===== config.mk =====
export PLATFORM = sky130hd
export DESIGN_NAME = lvds_rx_iq_framer
export DESIGN_NICKNAME = d
export VERILOG_FILES = /design/src/rtl/lvds_rx_iq_framer.sv
export SDC_FILE = /design/constraint.sdc
export NUM_CORES = 1
export LEC_CHECK = 0
export ABC_AREA = 1
export CORE_MARGIN = 8
export CORE_UTILIZATION = 55
export DETAILED_ROUTE_END_ITERATION = 7
export PLACE_DENSITY = 0.87
export SYNTH_ARGS = -nofsm -noshare
export SYNTH_HDL_FRONTEND = slang
export SYNTH_SLANG_ARGS = --single-unit

===== constraint.sdc =====
create_clock -name i_fast_clk -period 2.2 [get_ports i_fast_clk]
set_input_delay 0.33 -clock i_fast_clk [delete_from_list [all_inputs] [get_ports i_fast_clk]]
set_output_delay 0.33 -clock i_fast_clk [all_outputs]
set_load 0.02 [all_outputs]

===== src/rtl/lvds_rx_iq_framer.sv =====
// LVDS receive I/Q framer: hunts for the frame sync pair, checks the Q-half sync,
// assembles 32-bit frames from 2-bit pairs and pushes them into the per-band RX FIFO.
module lvds_rx_iq_framer #(
  parameter logic [1:0] SYNC_I = 2'b10,
  parameter logic [1:0] SYNC_Q = 2'b01,
  parameter int         CNT_W  = 8
) (
  input  logic             i_fast_clk,
  input  logic             i_rst_b,
  input  logic             i_enable,
  input  logic [1:0]       i_ddr_data,
  input  logic             i_clear_stats,
  output logic             o_fifo_push,
  output logic [31:0]      o_fifo_data,
  input  logic             i_fifo_full,
  output logic             o_locked,
  output logic             o_sync_err,
  output logic             o_overflow,
  output logic [CNT_W-1:0] o_sync_err_cnt,
  output logic [CNT_W-1:0] o_drop_cnt
);

  typedef enum logic {HUNT, FRAME} state_t;

  state_t            state_q;
  logic [3:0]        idx_q;
  logic [29:0]       shreg_q;
  logic              push_q;
  logic [31:0]       data_q;
  logic              locked_q;
  logic              sync_err_q;
  logic              overflow_q;
  logic [CNT_W-1:0]  err_cnt_q;
  logic [CNT_W-1:0]  drop_cnt_q;

  logic [31:0]       frame_d;
  logic              q_fail_d;
  logic              done_d;
  logic              drop_d;

  // The last pair completes the frame combinationally so the push lands one cycle later.
  assign frame_d = {shreg_q, i_ddr_data};

  always_comb begin
    q_fail_d = 1'b0;
    done_d   = 1'b0;
    drop_d   = 1'b0;
    if (i_enable && state_q == FRAME) begin
      q_fail_d = (idx_q == 4'd8) && (i_ddr_data != SYNC_Q);
      done_d   = (idx_q == 4'd15);
      drop_d   = (idx_q == 4'd15) && i_fifo_full;
    end
  end

  always_ff @(posedge i_fast_clk or negedge i_rst_b) begin
    if (!i_rst_b) begin
      state_q    <= HUNT;
      idx_q      <= 4'd0;
      shreg_q    <= '0;
      push_q     <= 1'b0;
      data_q     <= '0;
      locked_q   <= 1'b0;
      sync_err_q <= 1'b0;
      overflow_q <= 1'b0;
      err_cnt_q  <= '0;
      drop_cnt_q <= '0;
    end else begin
      push_q     <= 1'b0;
      sync_err_q <= 1'b0;
      overflow_q <= 1'b0;
      if (!i_enable) begin
        state_q  <= HUNT;
        idx_q    <= 4'd0;
        locked_q <= 1'b0;
      end else begin
        case (state_q)
          HUNT: begin
            if (i_ddr_data == SYNC_I) begin
              shreg_q <= {28'd0, i_ddr_data};
              idx_q   <= 4'd1;
              state_q <= FRAME;
            end else begin
              // A gap after a frame means the stream is no longer continuous.
              locked_q <= 1'b0;
            end
          end
          FRAME: begin
            shreg_q <= {shreg_q[27:0], i_ddr_data};
            idx_q   <= idx_q + 4'd1;
            if (q_fail_d) begin
              sync_err_q <= 1'b1;
              locked_q   <= 1'b0;
              idx_q      <= 4'd0;
              state_q    <= HUNT;
            end else if (done_d) begin
              locked_q <= 1'b1;
              idx_q    <= 4'd0;
              state_q  <= HUNT;
              if (drop_d) begin
                overflow_q <= 1'b1;
              end else begin
                push_q <= 1'b1;
                data_q <= frame_d;
              end
            end
          end
          default: begin
            state_q <= HUNT;
            idx_q   <= 4'd0;
          end
        endcase
      end

      if (i_clear_stats) begin
        err_cnt_q  <= '0;
        drop_cnt_q <= '0;
      end else begin
        if (q_fail_d && (err_cnt_q != '1))
          err_cnt_q <= err_cnt_q + 1'b1;
        if (drop_d && (drop_cnt_q != '1))
          drop_cnt_q <= drop_cnt_q + 1'b1;
      end
    end
  end

  assign o_fifo_push    = push_q;
  assign o_fifo_data    = data_q;
  assign o_locked       = locked_q;
  assign o_sync_err     = sync_err_q;
  assign o_overflow     = overflow_q;
  assign o_sync_err_cnt = err_cnt_q;
  assign o_drop_cnt     = drop_cnt_q;

endmodule

Word level (Yosys, flattened, before mapping)
Cells that the tools add are included.

storage, ports and cells
  flip-flop bits (word level) = 87
  word-level logic and storage cells = 73
  ROM bits = 0
  bits in latches = 0
  output and inout port bits = 52
  bits in writable memories = 0
  memories kept = 0
  input port bits = 7

cells by class
  shift-type cells = 0
  eq/ne operators = 10
  reductions and logical operators = 10
  div/mod/pow operators = 0
  mux-type cells = 37
  add/sub/neg operators = 3
  order comparisons = 0
  $mul = 0
  bitwise gates (word level) = 3

operators with widths
  kind                   count
  $pmux W30 S2           1
  $mux W8                4
  $mux W30               1
  $mux W1                24
  $add A8 B1 Y8 const B  2
  $mux W4                4
  $ne A8 B8 Y1 const B   2
  $eq A4 B4 Y1 const B   2
  $pmux W4 S2            1
  $ne A3 B3 Y1 const B   2
  $logic_and A1 B1 Y1    5
  $reduce_and A5 Y1      1
  $add A4 B1 Y4 const B  1
  $ne A4 B2 Y1 const B   1
  $pmux W1 S2            2
  $reduce_and A2 Y1      2
  $reduce_bool A2 Y1     2
  $not A1 Y1             3
  $eq A2 B2 Y1 const B   1
  $ne A2 B1 Y1 const B   1
  $ne A2 B2 Y1 const B   1

Logic depth before layout (Yosys ltp)
Gate-level depths: netlist of run 1.

  word-level depth = 8
  mapped depth = 9
  mapped depth without buffers = 9

Worst setup path before layout of run 1
Ideal clock, no wire load.

  path kind = reg2reg
  from = register err_cnt_q[1] (netlist: o_sync_err_cnt[1])
  to = register err_cnt_q[5] (netlist: o_sync_err_cnt[5])
  clock period less this slack = 1.400 ns
  path buffers = 0
  setup slack = 0.800 ns
  library setup time = 0.117 ns
  required time = 2.083 ns
  stages on the path, launching flop included = 9
  data arrival time = 1.283 ns
  cell sequence = dfrtp_1 ha_1 nand2_1 nor2_4 nand2_2 nand3_4 nand2_4 nand2_1 nand2_1

on the way
  cells in the longest elaborated chain, start to end = 3
  elaborated cells between the ends (all ways) = 6
  those cells by class = add/sub: 1; eq/ne: 1; mux: 2; reduce/logical: 2

ends and longest elaborated chain
  what                                            RTL line  source
  from (decl)                                     33        logic [CNT_W-1:0] err_cnt_q;
  from (signal assigned)                          119       err_cnt_q <= err_cnt_q + 1'b1;
  $add A8 B1 Y8 or $ne A8 B8 Y1 (tied branches)   119, 118
  $mux W8 or $logic_and A1 B1 Y1 (tied branches)  118       if (q_fail_d && (err_cnt_q != '1))
  $mux W8 or $reduce_bool A2 Y1 (tied branches)   -

Parallel ways exist; a longest one is shown, timed or not. The select of a mux whose other input is x is not followed.
A chain may end at the register's enable or synchronous reset.

Worst setup path in the final report of run 1
  from = register drop_cnt_q[5] (netlist: o_drop_cnt[5])
  to = output o_drop_cnt[5]

RTL lines
  what                    RTL line  source
  from (decl)             34        logic [CNT_W-1:0] drop_cnt_q;
  from (signal assigned)  121       drop_cnt_q <= drop_cnt_q + 1'b1;
  to (decl)               20        output logic [CNT_W-1:0] o_drop_cnt

No word-level cell between the ends.

==> results of run 1 <==
==> stage by stage <==
stage	utilization [%]	hold WS [ps]
after floorplan	-	34.4
after global placement	67.1	362
after detailed placement	67.1	363
after CTS	70.1	490
after global routing	70.1	511
final	70.1	485
==> logic make-up after synthesis <==
kind of cell | after synthesis | share of synthesized area (%)
simple gates | 178 | 21.2
flops | 87 | 55.7
compound gates | 69 | 12.9
fa+ha+maj | 4 | 1.28
buf+inv | 72 | 8.42
xor+xnor | 2 | 0.449
==> layout make-up <==
| type | count | area (µm²) | share of cell area [%] |
|---|---|---|---|
| sequential | 87 | 2180 | 45.5 |
| multi-input combinational | 253 | 1400 | 29.3 |
| timing repair buffer | 65 | 683 | 14.3 |
| inverter | 57 | 216 | 4.52 |
| clock buffer | 10 | 138 | 2.88 |
| tap | 96 | 120 | 2.51 |
| clock inverter | 6 | 51.3 | 1.07 |
==> synthesized netlist by cell type <==
cell       n
nand2_1   99
dfrtp_1   87
inv_1     56
nand3_1   31
o21ai_2   31
o22ai_1   28
nor2_1    24
buf_2      9
buf_6      6
nand2_2    5
ha_1       4
nand2_4    4
nor2_4     4
o21ai_0    4
a21oi_1    3
nor2_2     3
nor3_1     3
nand4_1    2
o21bai_1   2
xor2_1     2
a31oi_1    1
inv_4      1
nand3_4    1
nand3b_1   1
nor2_8     1
==> worst min-delay path: cells and delay by family, from the launching register on <==
kind	cells	cell delay, ps
and+or+nand+nor	1	60
DFF	1	350
AOI/OAI and AO/OA	1	40
==> per-layer routing <==
layer | GRT usage [%] | vias to the layer above | part of all wire [%]
met3 | 3.88 | 14 | 5.0
met5 | 0 | - | 0
met1 | 20.3 | 1439 | 43
li1 | - | 1440 | -
met4 | 6.86 | 0 | 1.7
met2 | 29.7 | 77 | 51
==> sequential cells by signal, summed over array words and instances, names as in the netlist <==
register and cells:
o_fifo_push 1, o_fifo_data 32, o_drop_cnt 8, o_locked 1, o_sync_err 1, idx_q 4, state_q 1, shreg_q 30
o_overflow 1, o_sync_err_cnt 8
==> worst max-delay path by stage <==
stage	from	endpoint	cells past startpoint
3_3_place_gp	i_enable	o_fifo_data[12]$_DFFE_PN0P_	7
3_5_place_dp	i_enable	o_fifo_data[11]$_DFFE_PN0P_	7
5_1_grt	o_drop_cnt[5]$_DFFE_PN0P_	o_drop_cnt[5]	1
6_report	o_drop_cnt[5]$_DFFE_PN0P_	o_drop_cnt[5]	1
4_1_cts	o_drop_cnt[5]$_DFFE_PN0P_	o_drop_cnt[5]	1
2_1_floorplan	o_sync_err_cnt[1]$_DFFE_PN0P_	o_sync_err_cnt[5]$_DFFE_PN0P_	8
==> power by group <==
group | leakage (nW) | switching [mW] | internal (mW) | total, mW
sequential | 1.21 | 0.0364 | 1.71 | 1.75
combinational | 0.917 | 0.310 | 0.121 | 0.431
clock | 0.0992 | 0.591 | 0.459 | 1.05
==> impl_metrics.csv, run 1 <==
group,metric,value,unit
final_layout,drive_above_1_share,15.3,%
clock_network,path_clk_slew,80,ps
clock_network,cts_root_buf,"clkbuf_8",
worst_setup_path,required,1870,ps
route,drc,0,
place,dp_slack,423,ps
worst_setup_path,crit_arrival,1520,ps
clock_network,cts.sinks,87,
final_layout,num-fill-cells,533,
logic_synthesis,synth_area,3910,µm²
worst_setup_path,max_stage_delay,670,ps
route,totalWireLength,8.30,mm
logic_synthesis,syn_area_per_cell,9.48,µm²
sta,worst_slack,350,ps
clock_network,cts_buffers,9,
min_path,min_path_type,"reg2reg",
worst_setup_path,reg2reg_from,"o_sync_err_cnt[1]$_DFFE_PN0P_",
min_path,min_to,"o_fifo_data[18]$_DFFE_PN0P_",
floorplanning,die_area,10100,µm²
logic_synthesis,ys_seq_area_share,55.7,%
sta,hold_viol,0,
clock_network,htreeDepth,3,
worst_setup_path,critPathBufInv,1,
worst_setup_path,endpoint_kind,"output pin",
final_layout,antenna_cells,0,
sta,slew_headroom,48.8,%
logic_synthesis,synth_area_leaders,"dfrtp_1 56%, nand2_1 9.5%, o21ai_2 7.0%, inv_1 5.4%, o22ai_1 4.5%",
floorplanning,die_h,100,µm
logic_synthesis,syn_nets,423,
worst_setup_path,critPathKind,"reg2out",
grt,grt_usage,17.2,%
final_layout,final_common_cell,"nand2_1",
run_status,status,"finished clean",
logic_synthesis,synth_area_leader_cell,"dfrtp_1",
floorplanning,ios,59,
grt,grt_pass1_vias,3028,
final_layout,area_growth,22.5,%
place,port_buffers,58,
route,vias,2970,
floorplanning,core_area,6830,µm²
route,drt_iter0_markers,122,
clock_network,clkLatencyLatePin,360,ps
grt,grt_pass1_wl,14.0,mm
clock_network,hold_buffers,1,
logic_synthesis,synth_cells,412,
worst_setup_path,r2r_end,"o_sync_err_cnt[5]$_DFFE_PN0P_",
grt,grt_antenna_before_repair,0,
clock_network,cts_tree,"built",
worst_setup_path,reg2reg_setup_slack,670,ps
logic_synthesis,ys_ff_latch,87,
place,place.gp.congestion,0.828,
route,antenna_left,0,
power,power.total,3.23,mW
job,maxCapViolations,0,
place,dp_cells,557,
final_layout,stdcell_area,4790,µm²
route,first_pass_iters,4,
grt,grt_max_degree,46,
min_path,holdPathStages,2,
clock_network,post_cts_buffers,0,
route,vias_per_cell,5.17,
worst_setup_path,startpoint_type,"register",
worst_setup_path,slowest_stage,"clkdlybuf4s50_1",
sta,tns,0,ps
sta,worst_clock_skew,8.44,ps
clock_network,cts_resized,0,
grt,overflow,0,
final_layout,final_cells,574,
sta,period_needed,1850,ps
sta,timing.fmax,541,MHz
sta,slew_viol_final,0,
floorplanning,row_count,30,
floorplanning,fp.dieW,100,µm
sta,worst_pin_slew,768,ps
sta,rsz0062_at_grt,"false",
route,wl_per_cell,14.5,µm
power,p_leak,2.22,nW
worst_setup_path,path_max_fanout,8,
logic_synthesis,synth_top_area_share,55.7,%
worst_setup_path,r2r_cells,8,
logic_synthesis,yosysWarningCount,0,
sta,min_period_over_period,84.1,%
worst_setup_path,path_cells,"clkdlybuf4s50_1",
floorplanning,initial_core_util,57.2,%
sta,setup_violations,0,
final_layout,nNetsFinal,484,
place,dp_hpwl,5.94,mm
final_layout,layout_common_cells,"99 x nand2_1, 87 x dfrtp_1, 57 x clkdlybuf4s50_1",
logic_synthesis,synth_cell_types,25,
min_path,min_from,"o_fifo_data[18]$_DFFE_PN0P_",
worst_setup_path,cpLargestDelayFamily,"buffers and inverters",
clock_network,cts_buffer_depth,2,
power,power_density,674,nW/µm²
power,peakVddDrop,0.000388,V
place,place_area,4590,µm²
No activity file was read; power rests on OpenSTA's default activity.
==> inputs of run 2 (changes only) <==
CORE_UTILIZATION = 49   (was 55)
PLACE_DENSITY = 0.82   (was 0.87)
clock period = 1.55 ns   (was 2.2 ns; I/O delays follow)
==> impl_metrics.csv, run 2 (same netlist as run 1, synthesis figures left out) <==
group,metric,value,unit
clock_network,path_clk_slew,80,ps
floorplanning,fp.dieW,105,µm
place,port_buffers,58,
route,drc,0,
worst_setup_path,endpoint_kind,"output pin",
power,power_density,1030,nW/µm²
final_layout,largest_register_ffs,32,
final_layout,final_cells,592,
worst_setup_path,startpoint_type,"register",
final_layout,layout_common_cells,"99 x nand2_1, 87 x dfrtp_1, 55 x inv_1",
route,vias,3027,
clock_network,cts_buffers,9,
grt,grt_antenna_before_repair,0,
floorplanning,core_area,7730,µm²
clock_network,post_cts_buffers,0,
power,peakVddDrop,0.000473,V
grt,grt_pass1_vias,3032,
worst_setup_path,max_stage_delay,480,ps
sta,worst_pin_slew,444,ps
clock_network,cts_tree,"built",
floorplanning,die_h,105,µm
floorplanning,initial_core_util,50.6,%
sta,hold_viol,0,
grt,overflow,0,
final_layout,finish.utilization,63.2,%
worst_setup_path,critPathBufInv,1,
final_layout,area_growth,25.0,%
final_layout,antenna_cells,0,
run_status,status,"finished clean",
clock_network,cts_root_buf,"clkbuf_8",
place,place.gp.congestion,0.821,
sta,setup_violations,0,
clock_network,cts_buffer_depth,2,
place,dp_hpwl,5.84,mm
route,vias_per_cell,5.11,
final_layout,nNetsFinal,496,
power,p_leak,2.57,nW
worst_setup_path,reg2reg_from,"o_sync_err_cnt[1]$_DFFE_PN0P_",
sta,slew_viol_final,0,
final_layout,drive_above_1_share,17.6,%
route,first_pass_iters,4,
place,dp_cells,575,
floorplanning,ios,59,
sta,worst_clock_skew,8.50,ps
worst_setup_path,r2r_cells,8,
worst_setup_path,cpLargestDelayFamily,"flip-flops",
route,antenna_left,0,
worst_setup_path,r2r_end,"o_sync_err_cnt[7]$_DFFE_PN0P_",
sta,period_needed,1430,ps
worst_setup_path,slowest_stage,"dfrtp_1",
route,totalWireLength,8.10,mm
clock_network,htreeDepth,3,
grt,grt_pass1_wl,14.0,mm
grt,grt_usage,15.2,%
clock_network,clkLatencyLatePin,350,ps
floorplanning,die_area,11100,µm²
sta,timing.fmax,699,MHz
route,wl_per_cell,13.7,µm
grt,grt_max_degree,88,
worst_setup_path,path_max_fanout,8,
sta,slew_headroom,70.4,%
clock_network,cts.sinks,87,
floorplanning,row_count,32,
job,maxCapViolations,0,
power,power.total,5.03,mW
worst_setup_path,reg2reg_setup_slack,130,ps
worst_setup_path,path_cells,"dlygate4sd2_1",
sta,min_period_over_period,92.3,%
route,drt_iter0_markers,123,
worst_setup_path,crit_arrival,1200,ps
min_path,min_path_type,"in2async",
final_layout,final_common_cell,"nand2_1",
worst_setup_path,critPathKind,"reg2out",
worst_setup_path,required,1320,ps
-- run 2: cell type report --
class                      count  area, µm²
fill                         632       2840
sequential                    87       2180
inverter                      57        216
clock buffer                  11        141
timing repair buffer          77        712
multi-input combinational    253       1410
clock inverter                 5        104
tap                          102        128
-- run 2: routing by layer --
metal | part of all wire, % | vias up | track usage [%]
li1 | - | 1472 | -
met1 | 43 | 1473 | 18.7
met2 | 50 | 63 | 24.6
met3 | 4.7 | 19 | 3.78
met4 | 2.3 | 0 | 6.83
met5 | 0 | - | 0
-- run 2: worst max-delay path by stage --
| stage | from | depth (start not counted) | end | slack, ps |
|---|---|---|---|---|
| detailed placement | i_ddr_data[0] | 9 | idx_q[0]$_DFFE_PN0P_ | -60 |
| CTS | o_fifo_push$_DFF_PN0_ | 1 | o_fifo_push | 8 |
| global route | idx_q[1]$_DFFE_PN0P_ | 9 | idx_q[0]$_DFFE_PN0P_ | -20 |
| floorplan | o_sync_err_cnt[1]$_DFFE_PN0P_ | 8 | o_sync_err_cnt[5]$_DFFE_PN0P_ | 150 |
| global placement | i_ddr_data[0] | 9 | idx_q[0]$_DFFE_PN0P_ | -60 |
| finish | o_drop_cnt[5]$_DFFE_PN0P_ | 1 | o_drop_cnt[5] | 120 |
-- run 2: timing repair --
item                                   4_1_cts  5_1_grt
pin swaps                                    0        1
hold buffers                                 1        0
gates resized for setup                     51        3
endpoints found under the hold margin       87        0
setup endpoints to repair                   51        2
-- run 2: report_power, final --
part	internal, mW	switching (mW)	total (mW)	leakage (nW)
combinational	0.208	0.446	0.654	1.24
sequential	2.43	0.0537	2.48	1.21
clock	1.12	0.777	1.90	0.124
-- run 2: per-stage QoR --
| step | setup slack [ps] | TNS, ps | hold slack (ps) | instance area, µm² |
|---|---|---|---|---|
| 5_1_grt | -18.8 | -31.4 | 493 | 4880 |
| 6_report | 120 | 0 | 442 | 4880 |
| 4_1_cts | 7.61 | 0 | 464 | 4880 |
| 3_5_place_dp | -58.7 | -356 | 305 | 4680 |
| 2_1_floorplan | 150 | 0 | -63.1 | 3910 |
| 3_3_place_gp | -61.7 | -78.2 | 302 | 4680 |
==> inputs of run 3 (changes only) <==
ABC_CLOCK_PERIOD_IN_PS = 1550   (was default)
==> results of run 3 <==
No change in the layout: final DEF, timing and power equal those of run 2.
